==> src/rtl/predictor_gshare_param.sv <==
// Two-level (GAp/gshare) direction predictor; combinational lookup, EX updates via 2-stage read-modify-write with forwarding.
// No backpressure: one update per cycle is always accepted; pred_ready gates outputs until the reset sweep has cleared the table.
module predictor_gshare_param #(
  parameter int ADDR_WIDTH    = 32,
  parameter int ENTRY_NUM     = 256,
  parameter int PR_ADDR_WIDTH = $clog2(ENTRY_NUM),
  parameter int HIST_LEN      = 4,
  parameter int CNT_WIDTH     = 2,
  parameter int INDEX_MODE    = 1
) (
  input  logic                  cpu_clk,
  input  logic                  cpu_rstn,
  input  logic                  branch_ex,
  input  logic                  is_loop_ex,
  input  logic                  branch_taken_ex,
  input  logic [ADDR_WIDTH-1:0] next_pc,
  input  logic [ADDR_WIDTH-1:0] branch_pc_ex,
  output logic                  pred_ready,
  output logic                  predict_taken,
  output logic                  predict_strong
);

  localparam logic [CNT_WIDTH-1:0]     CNT_MAX  = '1;
  localparam logic [CNT_WIDTH-1:0]     CNT_WNT  = CNT_WIDTH'((1 << (CNT_WIDTH - 1)) - 1);
  localparam logic [PR_ADDR_WIDTH-1:0] PC_MASK  = {PR_ADDR_WIDTH{1'b1}} >> HIST_LEN;
  localparam logic [PR_ADDR_WIDTH-1:0] LAST_IDX = PR_ADDR_WIDTH'(ENTRY_NUM - 1);

  typedef enum logic {S_INIT, S_RUN} state_t;

  state_t                   state;
  logic [PR_ADDR_WIDTH-1:0] sweep;
  logic [HIST_LEN-1:0]      ghr;
  logic [CNT_WIDTH-1:0]     tbl [ENTRY_NUM];

  logic                     wr_vld_q;
  logic [PR_ADDR_WIDTH-1:0] wr_idx_q;
  logic [CNT_WIDTH-1:0]     wr_cnt_q;

  logic                     upd;
  logic [PR_ADDR_WIDTH-1:0] ridx;
  logic [PR_ADDR_WIDTH-1:0] uidx;
  logic [CNT_WIDTH-1:0]     old_cnt;
  logic [CNT_WIDTH-1:0]     new_cnt;
  logic [CNT_WIDTH-1:0]     rd_cnt;
  logic                     unused_pc_bits;

  // GAp places history above the low pc bits; gshare folds zero-extended history into them.
  function automatic logic [PR_ADDR_WIDTH-1:0] tbl_idx(input logic [PR_ADDR_WIDTH-1:0] pc_bits,
                                                       input logic [HIST_LEN-1:0]      hist);
    logic [PR_ADDR_WIDTH-1:0] hist_z;
    hist_z = PR_ADDR_WIDTH'(hist);
    if (INDEX_MODE == 0)
      tbl_idx = (hist_z << (PR_ADDR_WIDTH - HIST_LEN)) | (pc_bits & PC_MASK);
    else
      tbl_idx = pc_bits ^ hist_z;
  endfunction

  assign upd  = branch_ex & ~is_loop_ex & pred_ready;
  assign ridx = tbl_idx(next_pc[PR_ADDR_WIDTH+1:2], ghr);
  assign uidx = tbl_idx(branch_pc_ex[PR_ADDR_WIDTH+1:2], ghr);

  assign unused_pc_bits = ^{next_pc[ADDR_WIDTH-1:PR_ADDR_WIDTH+2], next_pc[1:0],
                            branch_pc_ex[ADDR_WIDTH-1:PR_ADDR_WIDTH+2], branch_pc_ex[1:0]};

  always_comb begin
    old_cnt = (wr_vld_q && (wr_idx_q == uidx)) ? wr_cnt_q : tbl[uidx];
    new_cnt = old_cnt;
    if (branch_taken_ex) begin
      if (old_cnt != CNT_MAX) new_cnt = old_cnt + 1'b1;
    end else begin
      if (old_cnt != '0) new_cnt = old_cnt - 1'b1;
    end
    rd_cnt = (wr_vld_q && (wr_idx_q == ridx)) ? wr_cnt_q : tbl[ridx];
  end

  assign predict_taken  = rd_cnt[CNT_WIDTH-1] & pred_ready;
  assign predict_strong = ((rd_cnt == '0) | (rd_cnt == CNT_MAX)) & pred_ready;

  always_ff @(posedge cpu_clk or negedge cpu_rstn) begin
    if (!cpu_rstn) begin
      state      <= S_INIT;
      sweep      <= '0;
      pred_ready <= 1'b0;
    end else if (state == S_INIT) begin
      if (sweep == LAST_IDX) begin
        state      <= S_RUN;
        pred_ready <= 1'b1;
      end else begin
        sweep <= sweep + 1'b1;
      end
    end
  end

  always_ff @(posedge cpu_clk or negedge cpu_rstn) begin
    if (!cpu_rstn) begin
      ghr      <= '0;
      wr_vld_q <= 1'b0;
      wr_idx_q <= '0;
      wr_cnt_q <= '0;
    end else begin
      wr_vld_q <= upd;
      if (upd) begin
        ghr      <= HIST_LEN'({ghr, branch_taken_ex});
        wr_idx_q <= uidx;
        wr_cnt_q <= new_cnt;
      end
    end
  end

  // Storage has no reset; the INIT sweep and the U2 commit share one write port.
  always_ff @(posedge cpu_clk) begin
    if (state == S_INIT)
      tbl[sweep] <= CNT_WNT;
    else if (wr_vld_q)
      tbl[wr_idx_q] <= wr_cnt_q;
  end

endmodule

==> config.mk <==
export PLATFORM = sky130hd
export DESIGN_NAME = predictor_gshare_param
export DESIGN_NICKNAME = d
export VERILOG_FILES = /design/src/rtl/predictor_gshare_param.sv
export SDC_FILE = /design/constraint.sdc
export NUM_CORES = 1
export LEC_CHECK = 0
export ABC_CLOCK_PERIOD_IN_PS = 11390
export CORE_UTILIZATION = 59
export DETAILED_ROUTE_END_ITERATION = 16
export HOLD_SLACK_MARGIN = 0.06
export PLACE_DENSITY = 0.78
export SLEW_MARGIN = 10
export SYNTH_ARGS = -nofsm -noshare
export SYNTH_HDL_FRONTEND = slang
export SYNTH_SLANG_ARGS = --single-unit
==> constraint.sdc <==
create_clock -name cpu_clk -period 11.39 [get_ports cpu_clk]
set_clock_uncertainty 0.05 [all_clocks]
set_input_delay 2.278 -clock cpu_clk [delete_from_list [all_inputs] [get_ports cpu_clk]]
set_output_delay 2.278 -clock cpu_clk [all_outputs]
set_load 0.02 [all_outputs]
==> results.py <==
metrics = {
    "critical_path": {
        "cp-end-kind": "output port",
        "r2r_cells": 11,
        "critPathKind": "in2out",
        "cp_data_arrival_time_ps": 7250,
        "required_ps": 9060,
        "cp_max_fo": 48,
        "r2r-start": "ghr[0]$_DFFE_PN0P_",
        "rrSetupSlack_ps": 6790,
        "crit_path_start_kind": "input port",
        "rr_endpoint": "wr_cnt_q[1]$_DFFE_PN0P_",
    },
    "sta": {
        "setup-tns-final_ps": 0,
        "final.setup.worst_slack_ps": 1820,
        "worstMarginPinSlew_ps": 1290,
        "rsz0062_at_grt": "no",
        "drv_slew": 0,
        "final.period_utilization_pct": 84.1,
        "clock.fmax_ghz": 0.104,
        "hold_viol_final": 0,
        "period_minus_slack_ps": 9570,
        "setup_violations": 0,
        "max_slew_margin_pct": 13.0,
    },
    "die": {
        "row_count": 78,
        "pin_count": 72,
        "dieArea_um2": 46800,
        "core_um2": 45400,
        "start_util_pct": 59.8,
        "die-width_um": 216,
        "die_h_um": 216,
    },
    "clock_network": {
        "postCtsSetupBuffers": 0,
        "cts_buffers": 54,
        "htreeDepth": 2,
        "hold_buffers": 0,
        "clockRootBuffer": "clkbuf_16",
        "cts.sinks": 537,
        "clockBufferDepth": 3,
        "clkTransAtPathRegs_ps": 70,
        "clock_latency_ps": 640,
        "cts.repair.resized": 0,
        "tritoncts": "done",
    },
    "logic_synthesis": {
        "synthTopCellsByArea": "edfxtp_1, mux4_2, nor2_1",
        "synth-seq-cells": 537,
        "postSynthAreaPerCell_um2": 14.1,
        "synth_nets": 1996,
        "synth_edf_count": 512,
        "synth_common_cells": "edfxtp_1, nor2_1, nand2_1, mux4_2, mux2i_1",
        "yosysMostFrequentCell": "edfxtp_1",
        "synthCells": 1926,
        "async_reset_ff_share_pct": 4.66,
        "synth_top_cell_by_area": "edfxtp_1",
        "yosysUniqueCellTypes": 72,
        "synth_top_area_share_pct": 56.7,
        "syn_area_um2": 27100,
        "ys_warn_count": 0,
        "ys_seq_area_share_pct": 59.0,
        "synth_flop_cell": "edfxtp_1",
    },
    "route": {
        "wl_met3_mm": 13.1,
        "drtIter0Drc": 3319,
        "vias": 19056,
        "first_pass_iters": 8,
        "routed.top_layer": "met4",
        "drt-met1-wl_mm": 27.2,
        "wl_per_cell_um": 32.5,
        "wirelength_mm": 83.3,
        "route.met2.wl_mm": 37.2,
        "viasPerCell": 7.44,
        "detail-route-antenna-nets": 0,
        "drc_errors": 0,
    },
    "hold_path": {
        "hp-class": "reg2reg",
        "hold_end": "sweep[5]$_DFFE_PN0P_",
        "min_path_cells": 1,
        "hold_start": "sweep[5]$_DFFE_PN0P_",
    },
    "finish": {
        "drive_gt1_share_pct": 17.0,
        "fin_util_pct": 65.1,
        "syn_to_final_growth_pct": 8.92,
        "layout.cells.non_filler": 2561,
        "nets": 1990,
    },
    "outcome": {
        "status": "finished, final reports clean",
    },
    "place": {
        "place_congestion": 1.03,
        "portBuffers": 23,
        "placedCellCount": 2464,
        "pre_cts_ws_ps": 2160,
        "place_hpwl_mm": 50.8,
    },
    "power": {
        "total_leakage_power_uw": 0.00931,
        "ir_drop_v": 0.000114,
        "p_total_uw": 4150,
        "power_density_nw_per_um2": 141,
    },
    "grt": {
        "grt_pass1_wl_mm": 121,
        "grt_pass1_vias": 18773,
        "track_usage_pct": 36.0,
        "grt_overflow": 0,
        "antenna_found_initial": 1,
        "grt_max_degree": 113,
    },
    "run": {
        "max_cap_viol_count": 0,
    },
}
## metal layers
| metal | vias up | global-route usage [%] |
|---|---|---|
| met5 | - | 0 |
| met4 | 0 | 21.4 |
| met3 | 409 | 12.8 |
| met2 | 1823 | 54.0 |
| met1 | 9295 | 45.4 |
| li1 | 7529 | - |
## worst max path at each step
stage	slack, ps	to	cells past startpoint	start
finish	1820	predict_strong	11	next_pc[2]
floorplan	4290	predict_strong	10	next_pc[3]
global route	1740	predict_strong	11	next_pc[2]
global placement	2190	predict_strong	11	next_pc[2]
CTS	2150	predict_strong	13	next_pc[4]
detailed placement	2160	predict_strong	13	next_pc[4]
## power by group
| group | internal [uW] | switching [uW] | leakage [uW] |
|---|---|---|---|
| sequential | 2130 | 0 | 0.00483 |
| combinational | 81.5 | 165 | 0.00364 |
| clock | 1020 | 761 | 0.000838 |
| total | 3230 | 926 | 0.00931 |
## layout by cell type (no fill, tap or decap), drive strengths merged, types with 10 or more instances in the layout
cell type / n
edfxtp: 512
buf: 60
xor2: 12
clkbuf: 68
clkdlybuf4s50: 22
nor3: 16
mux4: 185
nand3b: 12
mux2i: 90
nand4: 26
dfrtp: 25
inv: 14
o22ai: 18
o21ai: 26
nor4: 11
a221oi: 12
clkinv: 18
o31ai: 10
nor2: 275
a22oi: 24
nand3: 66
a211oi: 10
xnor2: 23
a21oi: 49
a31oi: 11
nand2: 243
## worst max-delay path: stages
cell and delay (ps):
clkdlybuf4s50_1 610, xor2_4 350, buf_12 370, mux4_2 600
a21oi_1 210, a21oi_1 90, nor4_1 980, nor4_1 250
or4_1 560, mux2i_1 220, clkdlybuf4s50_1 640
## logic make-up after synthesis
family / after synthesis / synth area share (%)
AO/OA/AOI/OAI: 227 / 5.98
XOR/XNOR: 39 / 1.60
adder cells (fa/ha/maj): 1 / 0.0461
buffers and inverters: 157 / 3.54
flip-flops: 537 / 59.0
multiplexers: 277 / 19.0
AND/OR/NAND/NOR: 688 / 10.9
## per-stage QoR
step | hold WS [ps] | instance area, um^2
floorplan | 452 | 27100
global placement | 499 | 27800
detailed placement | 510 | 27800
CTS | 523 | 29500
global route | 572 | 29500
finish | 544 | 29500
## final cells by class
cell class / count / area [um^2]
inverters: 13 / 48.8
clock inverters: 26 / 294
repair buffers: 82 / 706
well taps: 600 / 751
diodes: 3 / 7.51
fillers: 3113 / 15800
multi-input cells: 1232 / 10300
flip-flops and latches: 537 / 16000
clock buffers: 68 / 1430
## registers in the layout, summed over array words and instances, names as in the netlist
name	count
ghr	4
pred_ready	1
state	1
sweep	8
tbl	512
wr_cnt_q	2
wr_idx_q	8
wr_vld_q	1
No activity file was read; power rests on OpenSTA's default activity.
